`src/rtl/cdi_slave_pkg.sv`:
```
// rtl/cdi_slave_pkg.sv - shared types and constants for the slave bus bridge
package cdi_slave_pkg;

   typedef enum logic [2:0] {
      IDLE,
      DELAY,
      IRQ,
      WAIT_DTACK,
      ACK,
      RELEASE
   } slave_state_t;

   localparam logic [7:0] SLAVE_FIX_IN       = 8'h01;
   localparam logic [7:0] SLAVE_FIX_OUT      = 8'h02;
   localparam logic [7:0] SLAVE_TIMEOUT_DATA = 8'hFF;

   function automatic int max3(input int a, input int b, input int c);
      int m;
      m = (a > b) ? a : b;
      return (m > c) ? m : c;
   endfunction

endpackage

```
`src/rtl/slave_bus_bridge_dtack_edge_det.sv`:
```
// rtl/slave_bus_bridge_dtack_edge_det.sv - rising-edge detector for the slave dtack line
module dtack_edge_det (
   input  logic clk,
   input  logic resetn,
   input  logic in_n,
   output logic rise
);

   logic in_n_q;
   logic in_n_d;

   always_comb begin
      in_n_d = in_n;
   end

   // Reset high so a line already high after reset is not seen as an edge
   always_ff @(posedge clk or negedge resetn) begin
      if (!resetn) begin
         in_n_q <= 1'b1;
      end else begin
         in_n_q <= in_n_d;
      end
   end

   assign rise = in_n && !in_n_q;

endmodule

```
`src/rtl/slave_bus_bridge.sv`:
```
// rtl/slave_bus_bridge.sv - bridges CPU accesses in the slave window to the slave controller ports
module slave_bus_bridge
   import cdi_slave_pkg::*;
#(
   parameter int IRQ_DELAY = 20,
   parameter int IRQ_WIDTH = 4,
   parameter int TIMEOUT   = 4096
) (
   input  logic        clk,
   input  logic        resetn,
   input  logic        cs,
   input  logic [1:0]  cpu_address,
   input  logic [15:0] cpu_din,
   input  logic        cpu_uds,
   input  logic        cpu_lds,
   input  logic        cpu_write_strobe,
   output logic [15:0] cpu_dout,
   output logic        cpu_bus_ack,
   output logic        cpu_int2,
   output logic        timeout,
   output logic [7:0]  slave_data_to,
   input  logic [7:0]  slave_data_from,
   output logic [1:0]  slave_addr,
   output logic        slave_rw_n,
   input  logic        slave_dtackn,
   input  logic        slave_in2n,
   output logic        slave_irqn
);

   localparam int CNT_W = $clog2(max3(IRQ_DELAY, IRQ_WIDTH, TIMEOUT)) + 1;

   slave_state_t       state_q, state_d;
   logic [CNT_W-1:0]   cnt_q, cnt_d;
   logic [15:0]        cpu_dout_q, cpu_dout_d;
   logic               cpu_bus_ack_q, cpu_bus_ack_d;
   logic               cpu_int2_q, cpu_int2_d;
   logic               timeout_q, timeout_d;
   logic [7:0]         slave_data_to_q, slave_data_to_d;
   logic [1:0]         slave_addr_q, slave_addr_d;
   logic               slave_rw_n_q, slave_rw_n_d;
   logic               slave_irqn_q, slave_irqn_d;
   logic               dtack_rise;
   logic [7:0]         rd;

   dtack_edge_det u_dtack_edge_det (
      .clk    (clk),
      .resetn (resetn),
      .in_n   (slave_dtackn),
      .rise   (dtack_rise)
   );

   always_comb begin
      state_d         = state_q;
      cnt_d           = cnt_q;
      cpu_dout_d      = cpu_dout_q;
      cpu_bus_ack_d   = 1'b0;
      timeout_d       = 1'b0;
      cpu_int2_d      = !slave_in2n;
      slave_data_to_d = slave_data_to_q;
      slave_addr_d    = slave_addr_q;
      slave_rw_n_d    = slave_rw_n_q;
      slave_irqn_d    = 1'b1;
      // The slave firmware cannot return 0x01; it reports it as 0x02
      rd = (slave_data_from == SLAVE_FIX_IN) ? SLAVE_FIX_OUT : slave_data_from;

      case (state_q)
         IDLE: begin
            if (cs && (cpu_uds || cpu_lds)) begin
               slave_addr_d    = cpu_address;
               slave_rw_n_d    = !cpu_write_strobe;
               slave_data_to_d = cpu_uds ? cpu_din[15:8] : cpu_din[7:0];
               cnt_d           = '0;
               state_d         = DELAY;
            end
         end
         DELAY: begin
            if (!cs) begin
               cnt_d   = '0;
               state_d = IDLE;
            end else if (cnt_q == CNT_W'(IRQ_DELAY - 1)) begin
               cnt_d        = '0;
               slave_irqn_d = 1'b0;
               state_d      = IRQ;
            end else begin
               cnt_d = cnt_q + CNT_W'(1);
            end
         end
         IRQ: begin
            if (!cs) begin
               cnt_d   = '0;
               state_d = IDLE;
            end else if (cnt_q == CNT_W'(IRQ_WIDTH - 1)) begin
               cnt_d   = '0;
               state_d = WAIT_DTACK;
            end else begin
               cnt_d        = cnt_q + CNT_W'(1);
               slave_irqn_d = 1'b0;
            end
         end
         WAIT_DTACK: begin
            if (!cs) begin
               cnt_d   = '0;
               state_d = IDLE;
            end else if (dtack_rise) begin
               cnt_d         = '0;
               cpu_dout_d    = {rd, rd};
               cpu_bus_ack_d = 1'b1;
               state_d       = ACK;
            end else if (cnt_q == CNT_W'(TIMEOUT - 1)) begin
               cnt_d         = '0;
               cpu_dout_d    = {SLAVE_TIMEOUT_DATA, SLAVE_TIMEOUT_DATA};
               cpu_bus_ack_d = 1'b1;
               timeout_d     = 1'b1;
               state_d       = ACK;
            end else begin
               cnt_d = cnt_q + CNT_W'(1);
            end
         end
         ACK: begin
            state_d = RELEASE;
         end
         RELEASE: begin
            if (!cs || !(cpu_uds || cpu_lds)) begin
               state_d = IDLE;
            end
         end
         default: begin
            cnt_d   = '0;
            state_d = IDLE;
         end
      endcase
   end

   always_ff @(posedge clk or negedge resetn) begin
      if (!resetn) begin
         state_q         <= IDLE;
         cnt_q           <= '0;
         cpu_dout_q      <= 16'h0000;
         cpu_bus_ack_q   <= 1'b0;
         cpu_int2_q      <= 1'b0;
         timeout_q       <= 1'b0;
         slave_data_to_q <= 8'h00;
         slave_addr_q    <= 2'b00;
         slave_rw_n_q    <= 1'b1;
         slave_irqn_q    <= 1'b1;
      end else begin
         state_q         <= state_d;
         cnt_q           <= cnt_d;
         cpu_dout_q      <= cpu_dout_d;
         cpu_bus_ack_q   <= cpu_bus_ack_d;
         cpu_int2_q      <= cpu_int2_d;
         timeout_q       <= timeout_d;
         slave_data_to_q <= slave_data_to_d;
         slave_addr_q    <= slave_addr_d;
         slave_rw_n_q    <= slave_rw_n_d;
         slave_irqn_q    <= slave_irqn_d;
      end
   end

   assign cpu_dout      = cpu_dout_q;
   assign cpu_bus_ack   = cpu_bus_ack_q;
   assign cpu_int2      = cpu_int2_q;
   assign timeout       = timeout_q;
   assign slave_data_to = slave_data_to_q;
   assign slave_addr    = slave_addr_q;
   assign slave_rw_n    = slave_rw_n_q;
   assign slave_irqn    = slave_irqn_q;

endmodule

```
`config.mk`:
```
export PLATFORM = sky130hd
export DESIGN_NAME = slave_bus_bridge
export DESIGN_NICKNAME = d
export VERILOG_FILES = /design/src/rtl/cdi_slave_pkg.sv /design/src/rtl/slave_bus_bridge_dtack_edge_det.sv /design/src/rtl/slave_bus_bridge.sv
export SDC_FILE = /design/constraint.sdc
export NUM_CORES = 1
export LEC_CHECK = 0
export BUFFER_PORTS_ARGS = -buffer_cell sky130_fd_sc_hd__buf_2
export CAP_MARGIN = 20
export CORE_UTILIZATION = 51
export DETAILED_ROUTE_END_ITERATION = 6
export PLACE_DENSITY = 0.8
export SETUP_SLACK_MARGIN = 0.02
export SYNTH_ARGS = -nofsm -noshare
export SYNTH_HDL_FRONTEND = slang
export SYNTH_SLANG_ARGS = --single-unit
```
`constraint.sdc`:
```
create_clock -name clk -period 2.4 [get_ports clk]
set_input_delay 0.24 -clock clk [delete_from_list [all_inputs] [get_ports clk]]
set_output_delay 0.24 -clock clk [all_outputs]
set_load 0.05 [all_outputs]
```
Word level (Yosys, flattened, before mapping) --
Index checks and enable logic that the tools add are counted.
Operators by class: muxes and demuxes 35, reduce and logical (&&, ||, !) cells 16, $add $sub $neg 1, bitwise logic cells 1, equal/unequal tests 14
Operators with widths (number):
- two-way mux 13 bit | 8
- case mux 13 bit (5 select lines) | 1
- two-way mux 16 bit | 2
- two-way mux 3 bit | 9
- case mux 3 bit (6 select lines) | 1
- two-way mux 8 bit | 2
- adder 13 x 1 -> 13 bit, second input constant | 1
- == test 13 x 12 -> 1 bit, second input constant | 1
- == test 13 x 2 -> 1 bit, second input constant | 1
- == test 13 x 5 -> 1 bit, second input constant | 1
- two-way mux 1 bit | 11
- == test 8 x 1 -> 1 bit, second input constant | 1
- == test 3 x 2 -> 1 bit, second input constant | 2
- == test 3 bit, second input constant | 2
- != test 3 bit, second input constant | 2
- logical NOT 1 bit | 5
- AND reduction 5 bit | 1
- != test 2 bit, second input constant | 2
- != test 4 bit, second input constant | 1
- AND reduction 2 bit | 2
- == test 3 x 1 -> 1 bit, second input constant | 1
- logical NOT 3 bit | 1
- AND reduction 3 bit | 1
- logical AND 1 bit | 2
- 5 further kinds | 6
Storage, ports and cells: word-level logic and storage cells 78, bits of input ports 34, bits in registers 48, output and inout port bits 31

Depth between registers and ports, before layout --
word-level depth 5, depth in mapped cells 8, depth with buffers taken out 6

Modules after synthesis --
A second synthesis with hierarchy kept.
Unflattened totals: cells, all modules 197, area total of the unflattened synthesis 2059.5 um2
By module, submodules not included:
- slave_bus_bridge | seq. area each 978.4 um2, cells an instance 195, instances 1, area an instance 2019.4 um2
- dtack_edge_det | seq. area each 26.3 um2, cells an instance 2, instances 1, area an instance 40.0 um2

Worst setup path after synthesis --
No wires, ideal clock.
path type register -> register, from reg cnt_q[0], to reg cnt_q[2], stages on the path, launching flop included 7, clock period less this slack 1694 ps, library setup time 132 ps, arrival time 1562 ps, setup slack 706 ps, cell sequence dfrtp_1 > ha_1 > nor4b_2 > nand3_1 > o21a_2 > o311ai_1 > o21ai_1
Between the ends: cells in the longest elaborated chain, start to end 5, elaborated cells between the ends (all ways) 12, classes of those cells 1 x add/sub; 3 x eq/ne; 8 x mux
RTL lines:
- from (decl) | line slave_bus_bridge.sv:33 | logic [CNT_W-1:0] cnt_q, cnt_d;
- from (signal assigned) | line slave_bus_bridge.sv:148 | cnt_q <= cnt_d;
- adder 13 x 1 -> 13 bit / == test 13 x 12 -> 1 bit (equally long branches)
- two-way mux 13 bit | line slave_bus_bridge.sv:109 | end else if (cnt_q == CNT_W'(TIMEOUT - 1)) begin
- two-way mux 13 bit | line slave_bus_bridge.sv:104 | end else if (dtack_rise) begin
- two-way mux 13 bit | line slave_bus_bridge.sv:101 | if (!cs) begin
- case mux 13 bit (5 select lines) (*) | line slave_bus_bridge.sv:66 | case (state_q)
Mark *: on every way between the ends. The rest lies on a longest branch, timed or not. A chain may end at the register's enable or synchronous reset.

Final worst setup path --
from reg cnt_q[0], to reg cnt_q[8]
Same word-level chain as after synthesis.

==> reports/qor.csv <==
metric;value;unit
worst_pin_slew;0.876;ns
pwr-share-seq;38.7;%
start_util;54.5;%
vias_per_cell;5.51;
slew_headroom;41.6;%
synth_ff_type;dfrtp_1;
syn_inst;206;
die-area;4290;um^2
drc;0;
p_sw;854;uW
drive_gt1_share;34.5;%
grt_pass1_wl;7.24;mm
drtIter0Drc;81;
final_cell_mix;buf_2, dfrtp_1, nand2_1;
grt_pass1_vias;1607;
cts_root_buf;clkbuf_8;
pwr-share-comb;33.3;%
worstPathMaxFanout;8;
path_buf_inv;0;
pwr-share-clk;27.9;%
arrival;2.10;ns
finalHoldViolations;0;
worstSetupPathDepth;6;
period_share;80.9;%
maxCapViolCount;0;
wl_per_cell;13.4;um
setup_viol_count_final;0;
cts-resized-gates;0;
cts.sinks;40;
cts_tree;yes;
grt_usage;22.1;%
startpoint;cnt_q[0];
core;3770;um^2
crit_chain;ha_1, nor4b_2, nand3_1, o21a_2, nor2_2, o21ai_0;
drv_slew;0;
antenna_found_initial;0;
yosys.area.top_type;dfrtp_1;
synthTopCellsByArea;dfrtp_1, o21ai_0, nand2_1;
placementRows;22;
cellPowerDensity;908;nW/um^2
hold_path.class;in2async;
crit_path_end;cnt_q[8];
ios;65;
fp.dieW;65.5;um
rsz0062_at_grt;false;
clkSlewWorstSetupHoldPaths;0.08;ns
worstPathRequired;2.56;ns
ant_nets;0;
cts_made_buffers;5;
path_class;reg2reg;
htree_levels;2;
syn_area;2060;um^2
clock.fmax;515;MHz
fin_nets;299;
wirelength;4.18;mm
post_cts_buffers;0;
end_kind;flip-flop;
grt_max_degree;41;
peakVddDrop;0.000562;V
yosysSeqAreaShare;48.9;%
cp-start-kind;flip-flop;
final_common_cell;buf_2;
power.internal;1410;uW
synth.top_cell.area_share;45.0;%
gr-total-overflow;0;
syn_nets;241;
die_h;65.5;um
cp_slowest_stage_delay;0.41;ns
totalPowerFinal;2260;uW
portBuffers;64;
avgSynthCellArea;9.98;um^2
p_sw_share;37.8;%
status;finished, final reports clean;
dp_hpwl;3.04;mm
n_fill_cell;339;
p_leak;0.00125;uW
clk_path_buf_depth;2;
clock_latency;0.29;ns
yosys_warnings;0;
period_minus_slack;1.94;ns
synthArstFlopShare;100;%
gp_congestion;0.789;
ff2ff_setup_slack;0.46;ns
crit_slowest_cell;dfrtp_1;
yosys.cell_types.count;53;
synth-seq-cells;40;
antenna_cells;0;
r2r-start;cnt_q[0];
vias;1720;
fin_skew;0.00625;ns
syn2layout_area_growth;21.1;%
timing.rr.end;cnt_q[8];
fin_setup_tns;0;ns
ctsHoldBuffers;0;
cp_top_family;simple AND/OR/NAND/NOR gates;
dr.pass1.iters;4;
synth-edff-count;0;
r2r.worst_path.cells;6;
==> area by class of cell <==
type                    count  area, um^2  share of cell area (%)
multi-input cells         146         937                    37.7
well taps                  48        60.1                    2.41
clock inverters             2        60.1                    2.41
inverters                   4        15.0                   0.603
repair buffers             67         343                    13.8
flip-flops and latches     40        1000                    40.4
clock buffers               5        68.8                    2.77
==> power by group through the flow <==
stage | clock network, uW | registers [uW] | logic, uW
4_1_cts | 647 | 875 | 756
2_1_floorplan | 0 | 1210 | 238
3_3_place_gp | 0 | 884 | 743
5_1_grt | 674 | 894 | 821
6_report | 631 | 876 | 753
3_5_place_dp | 0 | 888 | 755
==> how the worst min path moves through the flow <==
stage	from	endpoint	slack, ns	cells past startpoint
after floorplan	resetn	cnt_q[0]	-0.06	0
after global placement	slave_dtackn	u_dtack_edge_det.in_n_q	0.37	1
after detailed placement	slave_dtackn	u_dtack_edge_det.in_n_q	0.37	1
after CTS	slave_dtackn	u_dtack_edge_det.in_n_q	0.06	1
after global routing	slave_dtackn	u_dtack_edge_det.in_n_q	0.06	1
final	resetn	slave_data_to[0]	0.05	1
==> sequential cells by signal (all words and copies together), names as in the netlist <==
signal                   count
cnt_q                       13
cpu_dout                     8
slave_data_to                8
state_q                      3
slave_addr                   2
cpu_bus_ack                  1
cpu_int2                     1
slave_irqn                   1
slave_rw_n                   1
timeout                      1
u_dtack_edge_det.in_n_q      1
==> per-layer routing <==
| metal | routed length, um | global-route usage, % | up-vias | part of all wire (%) |
|---|---|---|---|---|
| li1 | - | - | 860 | - |
| met5 | 0 | 0 | - | 0 |
| met2 | 2050 | 37.0 | 37 | 49 |
| met3 | 175 | 4.86 | 6 | 4.2 |
| met1 | 1920 | 28.1 | 817 | 46 |
| met4 | 35 | 7.34 | 0 | 0.84 |
==> through the flow <==
step                      hold slack, ns  util [%]  instance area, um^2  instances  worst slack, ns
after CTS                         0.0596      66.0                 2490        312            0.460
after global routing              0.0599      66.0                 2490        312            0.300
after global placement             0.366      62.6                 2360        305            0.522
after floorplan                  -0.0556         -                 2060        206            0.706
final                             0.0538      66.0                 2490        312            0.458
after detailed placement           0.373      62.6                 2360        305            0.461
==> worst reg2reg max path, delay by kind of cell (launching register included) <==
kind	cells	cell delay, ns
and+or+nand+nor	3	0.75
AOI/OAI and AO/OA	2	0.45
adders and majority gates	1	0.21
DFF	1	0.41
==> cell usage after synthesis, types with 3 or more instances <==
| library cell | count |
|---|---|
| o22ai_1 | 3 |
| mux2i_1 | 9 |
| nand3_1 | 6 |
| mux2_2 | 3 |
| o22a_1 | 7 |
| a31oi_1 | 4 |
| nor2_1 | 9 |
| nand2_1 | 26 |
| buf_2 | 6 |
| nand2b_1 | 5 |
| a21oi_1 | 10 |
| dfrtp_1 | 37 |
| buf_4 | 8 |
| o21ai_0 | 20 |
| nor3_1 | 5 |
| inv_1 | 4 |
| dfstp_2 | 3 |
==> cells by family after synthesis <==
kind of cell / after synthesis / synth area share, %
compound gates: 59 / 18.2
xor+xnor: 3 / 1.28
fa+ha+maj: 1 / 0.609
buf+inv: 20 / 5.54
flops: 40 / 48.9
mux: 12 / 6.03
simple gates: 71 / 19.5
Power figures use the tool's default switching activity.
